## src/rtl/sprite_reg_pkg.sv

```systemverilog
// sprite_reg_pkg
//   Shared definitions for the sprite register bank: host command codes,
//   the reset rectangle and the reset colour, plus a small decode helper.
package sprite_reg_pkg;

    // Host command codes carried on the 4-bit command port.
    localparam logic [3:0] CMD_NONE   = 4'd0;
    localparam logic [3:0] CMD_ENABLE = 4'd1;
    localparam logic [3:0] CMD_X1     = 4'd2;
    localparam logic [3:0] CMD_Y1     = 4'd3;
    localparam logic [3:0] CMD_X2     = 4'd4;
    localparam logic [3:0] CMD_Y2     = 4'd5;
    localparam logic [3:0] CMD_COLOR  = 4'd6;
    localparam logic [3:0] CMD_MOVE_X = 4'd7;
    localparam logic [3:0] CMD_MOVE_Y = 4'd8;
    localparam logic [3:0] CMD_COMMIT = 4'd9;

    // Reset rectangle shared by every sprite slot.
    localparam int unsigned DEF_X1 = 32'd0;
    localparam int unsigned DEF_Y1 = 32'd0;
    localparam int unsigned DEF_X2 = 32'd100;
    localparam int unsigned DEF_Y2 = 32'd100;

    // Reset colour is all ones; slots truncate this to their colour width.
    localparam logic [31:0] DEF_COLOR = 32'hFFFF_FFFF;

    // True for the codes that modify shadow state (enable .. move-y).
    function automatic logic is_write_cmd(input logic [3:0] cmd);
        return (cmd >= CMD_ENABLE) && (cmd <= CMD_MOVE_Y);
    endfunction

endpackage

```

## src/rtl/sprite_slot.sv

```systemverilog
// sprite_slot
//   One sprite's shadow and active registers. Shadow state is updated by
//   host commands when wr_en is high; active state copies the whole shadow
//   when commit is high. Because both update on the same edge, a commit
//   always captures the shadow as it was before a same-cycle write.
// Ports:
//   clk, reset        clock, asynchronous active-high reset
//   wr_en             accepted write command targets this slot
//   cmd, data         command code and operand
//   commit            copy shadow into active this cycle
//   en, x1, y1, x2, y2, color   active (registered) sprite state
module sprite_slot
    import sprite_reg_pkg::*;
#(
    parameter int   X_W        = 10,
    parameter int   Y_W        = 9,
    parameter int   COLOR_W    = 3,
    parameter int   DATA_W     = 10,
    parameter logic DEFAULT_EN = 1'b0
) (
    input  logic               clk,
    input  logic               reset,
    input  logic               wr_en,
    input  logic [3:0]         cmd,
    input  logic [DATA_W-1:0]  data,
    input  logic               commit,
    output logic               en,
    output logic [X_W-1:0]     x1,
    output logic [Y_W-1:0]     y1,
    output logic [X_W-1:0]     x2,
    output logic [Y_W-1:0]     y2,
    output logic [COLOR_W-1:0] color
);

    logic               sh_en_r,  act_en_r,  nxt_en_s;
    logic [X_W-1:0]     sh_x1_r,  act_x1_r,  nxt_x1_s;
    logic [Y_W-1:0]     sh_y1_r,  act_y1_r,  nxt_y1_s;
    logic [X_W-1:0]     sh_x2_r,  act_x2_r,  nxt_x2_s;
    logic [Y_W-1:0]     sh_y2_r,  act_y2_r,  nxt_y2_s;
    logic [COLOR_W-1:0] sh_col_r, act_col_r, nxt_col_s;
    logic [X_W-1:0]     width_x_s;
    logic [Y_W-1:0]     width_y_s;
    logic [3:0]         eff_cmd_s;

    // Next shadow state: decode the command, moves keep the current width.
    always_comb begin
        nxt_en_s  = sh_en_r;
        nxt_x1_s  = sh_x1_r;
        nxt_y1_s  = sh_y1_r;
        nxt_x2_s  = sh_x2_r;
        nxt_y2_s  = sh_y2_r;
        nxt_col_s = sh_col_r;
        // Widths wrap modulo 2^W so moves also wrap instead of saturating.
        width_x_s = sh_x2_r - sh_x1_r;
        width_y_s = sh_y2_r - sh_y1_r;
        eff_cmd_s = wr_en ? cmd : CMD_NONE;
        case (eff_cmd_s)
            CMD_ENABLE: nxt_en_s  = data[0];
            CMD_X1:     nxt_x1_s  = data[X_W-1:0];
            CMD_Y1:     nxt_y1_s  = data[Y_W-1:0];
            CMD_X2:     nxt_x2_s  = data[X_W-1:0];
            CMD_Y2:     nxt_y2_s  = data[Y_W-1:0];
            CMD_COLOR:  nxt_col_s = data[COLOR_W-1:0];
            CMD_MOVE_X: begin
                nxt_x1_s = data[X_W-1:0];
                nxt_x2_s = data[X_W-1:0] + width_x_s;
            end
            CMD_MOVE_Y: begin
                nxt_y1_s = data[Y_W-1:0];
                nxt_y2_s = data[Y_W-1:0] + width_y_s;
            end
            default: begin
                nxt_en_s = sh_en_r;
            end
        endcase
    end

    // Shadow registers: follow the decoded next state every cycle.
    always_ff @(posedge clk or posedge reset) begin
        if (reset) begin
            sh_en_r  <= DEFAULT_EN;
            sh_x1_r  <= X_W'(DEF_X1);
            sh_y1_r  <= Y_W'(DEF_Y1);
            sh_x2_r  <= X_W'(DEF_X2);
            sh_y2_r  <= Y_W'(DEF_Y2);
            sh_col_r <= COLOR_W'(DEF_COLOR);
        end else begin
            sh_en_r  <= nxt_en_s;
            sh_x1_r  <= nxt_x1_s;
            sh_y1_r  <= nxt_y1_s;
            sh_x2_r  <= nxt_x2_s;
            sh_y2_r  <= nxt_y2_s;
            sh_col_r <= nxt_col_s;
        end
    end

    // Active registers: take the pre-write shadow on commit, else hold.
    always_ff @(posedge clk or posedge reset) begin
        if (reset) begin
            act_en_r  <= DEFAULT_EN;
            act_x1_r  <= X_W'(DEF_X1);
            act_y1_r  <= Y_W'(DEF_Y1);
            act_x2_r  <= X_W'(DEF_X2);
            act_y2_r  <= Y_W'(DEF_Y2);
            act_col_r <= COLOR_W'(DEF_COLOR);
        end else if (commit) begin
            act_en_r  <= sh_en_r;
            act_x1_r  <= sh_x1_r;
            act_y1_r  <= sh_y1_r;
            act_x2_r  <= sh_x2_r;
            act_y2_r  <= sh_y2_r;
            act_col_r <= sh_col_r;
        end else begin
            act_en_r  <= act_en_r;
            act_x1_r  <= act_x1_r;
            act_y1_r  <= act_y1_r;
            act_x2_r  <= act_x2_r;
            act_y2_r  <= act_y2_r;
            act_col_r <= act_col_r;
        end
    end

    assign en    = act_en_r;
    assign x1    = act_x1_r;
    assign y1    = act_y1_r;
    assign x2    = act_x2_r;
    assign y2    = act_y2_r;
    assign color = act_col_r;

endmodule

```

## src/rtl/sprite_reg_bank.sv

```systemverilog
// sprite_reg_bank
//   Double-buffered register bank for NUM_SPRITES sprites. Host writes go to
//   shadow registers; a frame_start pulse or a commit command copies every
//   shadow into the active registers in a single cycle.
// Ports:
//   clk, reset                 clock, asynchronous active-high reset
//   write, command,
//   sprite_sel, data           host command port, one command per cycle
//   frame_start                vertical-blank pulse, triggers a commit
//   out_enable, out_x1, out_x2,
//   out_y1, out_y2, out_color  active sprite state, sprite i in slice i
//   pending                    uncommitted shadow writes exist
module sprite_reg_bank
    import sprite_reg_pkg::*;
#(
    parameter int NUM_SPRITES = 4,
    parameter int X_W         = 10,
    parameter int Y_W         = 9,
    parameter int COLOR_W     = 3,
    parameter int DATA_W      = 10,
    parameter int SEL_W       = (NUM_SPRITES > 1) ? $clog2(NUM_SPRITES) : 1
) (
    input  logic                           clk,
    input  logic                           reset,
    input  logic                           write,
    input  logic [3:0]                     command,
    input  logic [SEL_W-1:0]               sprite_sel,
    input  logic [DATA_W-1:0]              data,
    input  logic                           frame_start,
    output logic [NUM_SPRITES-1:0]         out_enable,
    output logic [NUM_SPRITES*X_W-1:0]     out_x1,
    output logic [NUM_SPRITES*X_W-1:0]     out_x2,
    output logic [NUM_SPRITES*Y_W-1:0]     out_y1,
    output logic [NUM_SPRITES*Y_W-1:0]     out_y2,
    output logic [NUM_SPRITES*COLOR_W-1:0] out_color,
    output logic                           pending
);

    logic commit_s;
    logic sel_ok_s;
    logic accept_s;
    logic pending_r;

    // The commit command ignores sprite_sel, so it is decoded separately.
    assign commit_s = frame_start | (write & (command == CMD_COMMIT));
    assign sel_ok_s = (32'(sprite_sel) < 32'(NUM_SPRITES));
    assign accept_s = write & sel_ok_s & is_write_cmd(command);

    // Pending flag: a same-cycle write wins over a commit so it is not lost.
    always_ff @(posedge clk or posedge reset) begin
        if (reset) begin
            pending_r <= 1'b0;
        end else if (accept_s) begin
            pending_r <= 1'b1;
        end else if (commit_s) begin
            pending_r <= 1'b0;
        end else begin
            pending_r <= pending_r;
        end
    end

    assign pending = pending_r;

    for (genvar i = 0; i < NUM_SPRITES; i++) begin : g_slot
        logic slot_wr_s;

        assign slot_wr_s = accept_s & (sprite_sel == SEL_W'(i));

        sprite_slot #(
            .X_W        (X_W),
            .Y_W        (Y_W),
            .COLOR_W    (COLOR_W),
            .DATA_W     (DATA_W),
            .DEFAULT_EN ((i == 0) ? 1'b1 : 1'b0)
        ) u_slot (
            .clk    (clk),
            .reset  (reset),
            .wr_en  (slot_wr_s),
            .cmd    (command),
            .data   (data),
            .commit (commit_s),
            .en     (out_enable[i]),
            .x1     (out_x1[i*X_W +: X_W]),
            .y1     (out_y1[i*Y_W +: Y_W]),
            .x2     (out_x2[i*X_W +: X_W]),
            .y2     (out_y2[i*Y_W +: Y_W]),
            .color  (out_color[i*COLOR_W +: COLOR_W])
        );
    end

endmodule

```

## config.mk

```make
export PLATFORM = sky130hd
export DESIGN_NAME = sprite_reg_bank
export DESIGN_NICKNAME = d
export VERILOG_FILES = /design/src/rtl/sprite_reg_pkg.sv /design/src/rtl/sprite_slot.sv /design/src/rtl/sprite_reg_bank.sv
export SDC_FILE = /design/constraint.sdc
export NUM_CORES = 1
export LEC_CHECK = 0
export ABC_AREA = 1
export BUFFER_PORTS_ARGS = -buffer_cell sky130_fd_sc_hd__buf_2
export CAP_MARGIN = 10
export CORE_MARGIN = 1.5
export CORE_UTILIZATION = 59
export DETAILED_ROUTE_END_ITERATION = 8
export PLACE_DENSITY = 0.8
export SLEW_MARGIN = 15
export SYNTH_ARGS = -nofsm -noshare
export SYNTH_HDL_FRONTEND = slang
export SYNTH_SLANG_ARGS = --single-unit
```

## constraint.sdc

```tcl
create_clock -name clk -period 16.8 [get_ports clk]
set_clock_uncertainty 0.1 [all_clocks]
set_input_delay 3.36 -clock clk [delete_from_list [all_inputs] [get_ports clk]]
set_output_delay 3.36 -clock clk [all_outputs]
set_load 0.005 [all_outputs]
```

==> results.json <==
{
  "synthAdderAreaFrac_pct": 11.89,
  "cts.sinks": 337,
  "yosys.area_share.simple_pct": 23.48,
  "finalWorstSetupSlack_ps": 10410,
  "ys_ff_latch": 337,
  "place_congestion": 0.9592,
  "routed_wl_um": 51530,
  "fmax_ghz": 0.1565,
  "period_share_pct": 38.05,
  "synth_edf_count": 0,
  "p_per_area_mw_per_mm2": 165.6,
  "clockBufferDepth": 3,
  "dp_slack_ps": 9885,
  "cp.arrival_ps": 6730,
  "hold_ws_ps": 381.7,
  "synth_top_family_by_area": "simple AND/OR/NAND/NOR gates",
  "path_clk_slew_ps": 60,
  "status": "finished, final reports clean",
  "fin_setup_tns_ps": 0,
  "cts_tree": "yes",
  "stdcell_area_mm2": 0.02197,
  "synthCells": 2417,
  "slew_headroom_pct": 18.52,
  "drive_gt1_share_pct": 14.89,
  "ir_worst_vdd_mv": 0.08695,
  "post_cts_buffers": 0,
  "die_h_um": 184.6,
  "setup_viol": 0,
  "synthTopCellsByCount": "671 x nand2_1, 428 x inv_1, 263 x dfrtp_1, 204 x nand3_1, 139 x o21ai_0",
  "htree_levels": 2,
  "worstPathMaxFanout": 16,
  "ctsResizeCount": 0,
  "grt_pass1_wl_um": 81680,
  "final_hold_viol_count": 0,
  "synthMostInstantiatedCell": "nand2_1",
  "clk_latency_ps": 530,
  "grt_overflow_total": 0,
  "synth.distinct_cells": 45,
  "placed_cell_area_mm2": 0.02060,
  "grt_max_degree": 243,
  "syn_to_final_growth_pct": 12.96,
  "drc": 0,
  "rsz0062_at_grt": "no",
  "crit_chain": "buf_2 -> clkinv_1 -> fa_1 -> inv_1 -> ha_1 -> or2_2 -> and2_1 -> nand2_1 -> nand2_1 -> or2_2 -> nand3_1 -> nand3_1",
  "final_antenna_net_count": 0,
  "worst-r2r-cell-count": 13,
  "hold_start": "g_slot[3].u_slot.sh_col_r[0]",
  "min_to": "g_slot[3].u_slot.sh_col_r[0]",
  "final_nets": 2729,
  "slew_viol_final": 0,
  "post-route-util_pct": 67.70,
  "leakagePower_nw": 11.65,
  "synth_area_leaders": "dfrtp_1 34%, nand2_1 13%, dfstp_2 10%",
  "r2r_setup_slack_ps": 14140,
  "crit_required_ps": 17140,
  "synth_top_area_share_pct": 33.84,
  "crit_slowest_cell": "clkinv_1",
  "seq_area_frac_synth_pct": 43.84,
  "r2r_start": "g_slot[1].u_slot.sh_x2_r[2]",
  "dpl.hpwl_um": 34460,
  "crit_type": "in -> reg",
  "core_mm2": 0.03245,
  "root_buffer": "clkbuf_16",
  "yosys.area.top_type": "dfrtp_1",
  "max_stage_delay_ps": 840,
  "synth_compound_area_share_pct": 7.984,
  "max_cap_violations": 0,
  "die_x_um": 184.6,
  "grt_use_total_pct": 30.88,
  "die_area_mm2": 0.03406,
  "io_buffers": 188,
  "rows": 66,
  "io_pins": 189,
  "ys_async_sr_fraction_pct": 100.0,
  "antenna_found_initial": 3,
  "min_period_ps": 6392,
  "hold_depth": 2,
  "hold_buffers": 0,
  "tightest_slew_ps": 1221,
  "synth_mux_area_share_pct": 0,
  "drt_iter0_drc": 1532,
  "initial_utilization_pct": 59.93,
  "reg2reg_to": "g_slot[1].u_slot.sh_x2_r[9]",
  "start_kind": "primary input",
  "syn_avg_cell_area_um2": 8.047,
  "vias": 16390,
  "endpoint_kind": "flop",
  "post_drt_wl_per_cell_um": 16.96,
  "synth_warnings": 0,
  "synth_xor_area_share_pct": 2.297,
  "cts_buffers": 37,
  "grt_pass1_vias": 15720,
  "dr.pass1.iters": 9,
  "syn_area_mm2": 0.01945,
  "vias_per_cell": 5.396,
  "synth_ff_type": "dfrtp_1",
  "synth_nets": 2581,
  "hold_path.class": "reg -> reg"
}
worst max-delay path: cells and delay by family:
kind | cells | cell delay, ps
adder cells (fa/ha/maj) | 2 | 1120
buffers and inverters | 3 | 1210
AND/OR/NAND/NOR | 7 | 1020
sequential cells by signal, indices dropped and copies added, names as in the netlist:
signal                  cells
g_slot.u_slot.sh_x1_r      40
g_slot.u_slot.sh_x2_r      40
g_slot.u_slot.x1           40
g_slot.u_slot.x2           40
g_slot.u_slot.sh_y1_r      36
g_slot.u_slot.sh_y2_r      36
g_slot.u_slot.y1           36
g_slot.u_slot.y2           36
g_slot.u_slot.color        12
g_slot.u_slot.sh_col_r     12
g_slot.u_slot.en            4
g_slot.u_slot.sh_en_r       4
pending                     1
kinds of logic after synthesis:
family | after synthesis
AOI/OAI and AO/OA | 291
xor gates and xnor gates | 51
buffers and inverters | 519
adders and majority gates | 144
and+or+nand+nor | 1075
DFF | 337
cell type report:
type / count / area (um^2)
repair buffers: 193 / 991.0
well taps: 442 / 553.0
diodes: 3 / 7.507
inverters: 435 / 1643
multi-input cells: 1561 / 8890
flip-flops and latches: 337 / 8526
clock buffers: 48 / 1040
clock inverters: 19 / 320.3
fillers: 2667 / 10480
report_power, final:
group          total, W  internal [W]  switching, W  leakage, nW
Clock          0.000904      0.000564      0.000340        0.653
Combinational   0.00155      0.000626      0.000928         6.94
Sequential      0.00118       0.00104      0.000139         4.06
through the flow:
stage	std cells	power, W
floorplan	2417	0.002326
global placement	2968	0.002657
detailed placement	2968	0.002715
CTS	3035	0.003639
global route	3038	0.003939
finish	3038	0.003638
how the worst max path moves through the flow:
stage	start	endpoint	slack, ps	cells after the start
after floorplan	reset	g_slot[0].u_slot.sh_x1_r[0]	4120	1
after detailed placement	data[2]	g_slot[3].u_slot.sh_y2_r[5]	9890	12
after global placement	data[2]	g_slot[3].u_slot.sh_y2_r[5]	9920	12
after CTS	data[2]	g_slot[3].u_slot.sh_y2_r[5]	10420	12
final	data[2]	g_slot[3].u_slot.sh_y2_r[5]	10410	12
after global routing	command[0]	g_slot[3].u_slot.sh_x1_r[5]	10170	10
layout by cell type (no fill, tap or decap), types with 5 or more instances in the layout:
master / instances
nand2_1: 671
inv_1: 427
dfrtp_1: 263
nand3_1: 204
buf_2: 188
o21ai_0: 139
nor2_1: 121
a21oi_1: 113
ha_1: 76
dfstp_2: 74
fa_1: 68
clkbuf_16: 39
xor2_1: 27
xnor2_1: 24
nand4_1: 23
or2_2: 12
nor2_2: 9
nand2_2: 8
bufinv_16: 8
nor2_4: 7
o21ai_1: 7
o21bai_1: 7
nor3_1: 6
clkbuf_1: 6
inv_2: 5
nand3b_1: 5
per-layer routing:
metal / part of all wire, % / up-vias / track usage (%)
met5: 0 / - / 0
met4: 5.2 / 0 / 15.80
met3: 6.6 / 147 / 4.485
met2: 47 / 596 / 49.57
met1: 41 / 7862 / 40.98
li1: - / 7787 / -
(Power assumes the default switching activity.)
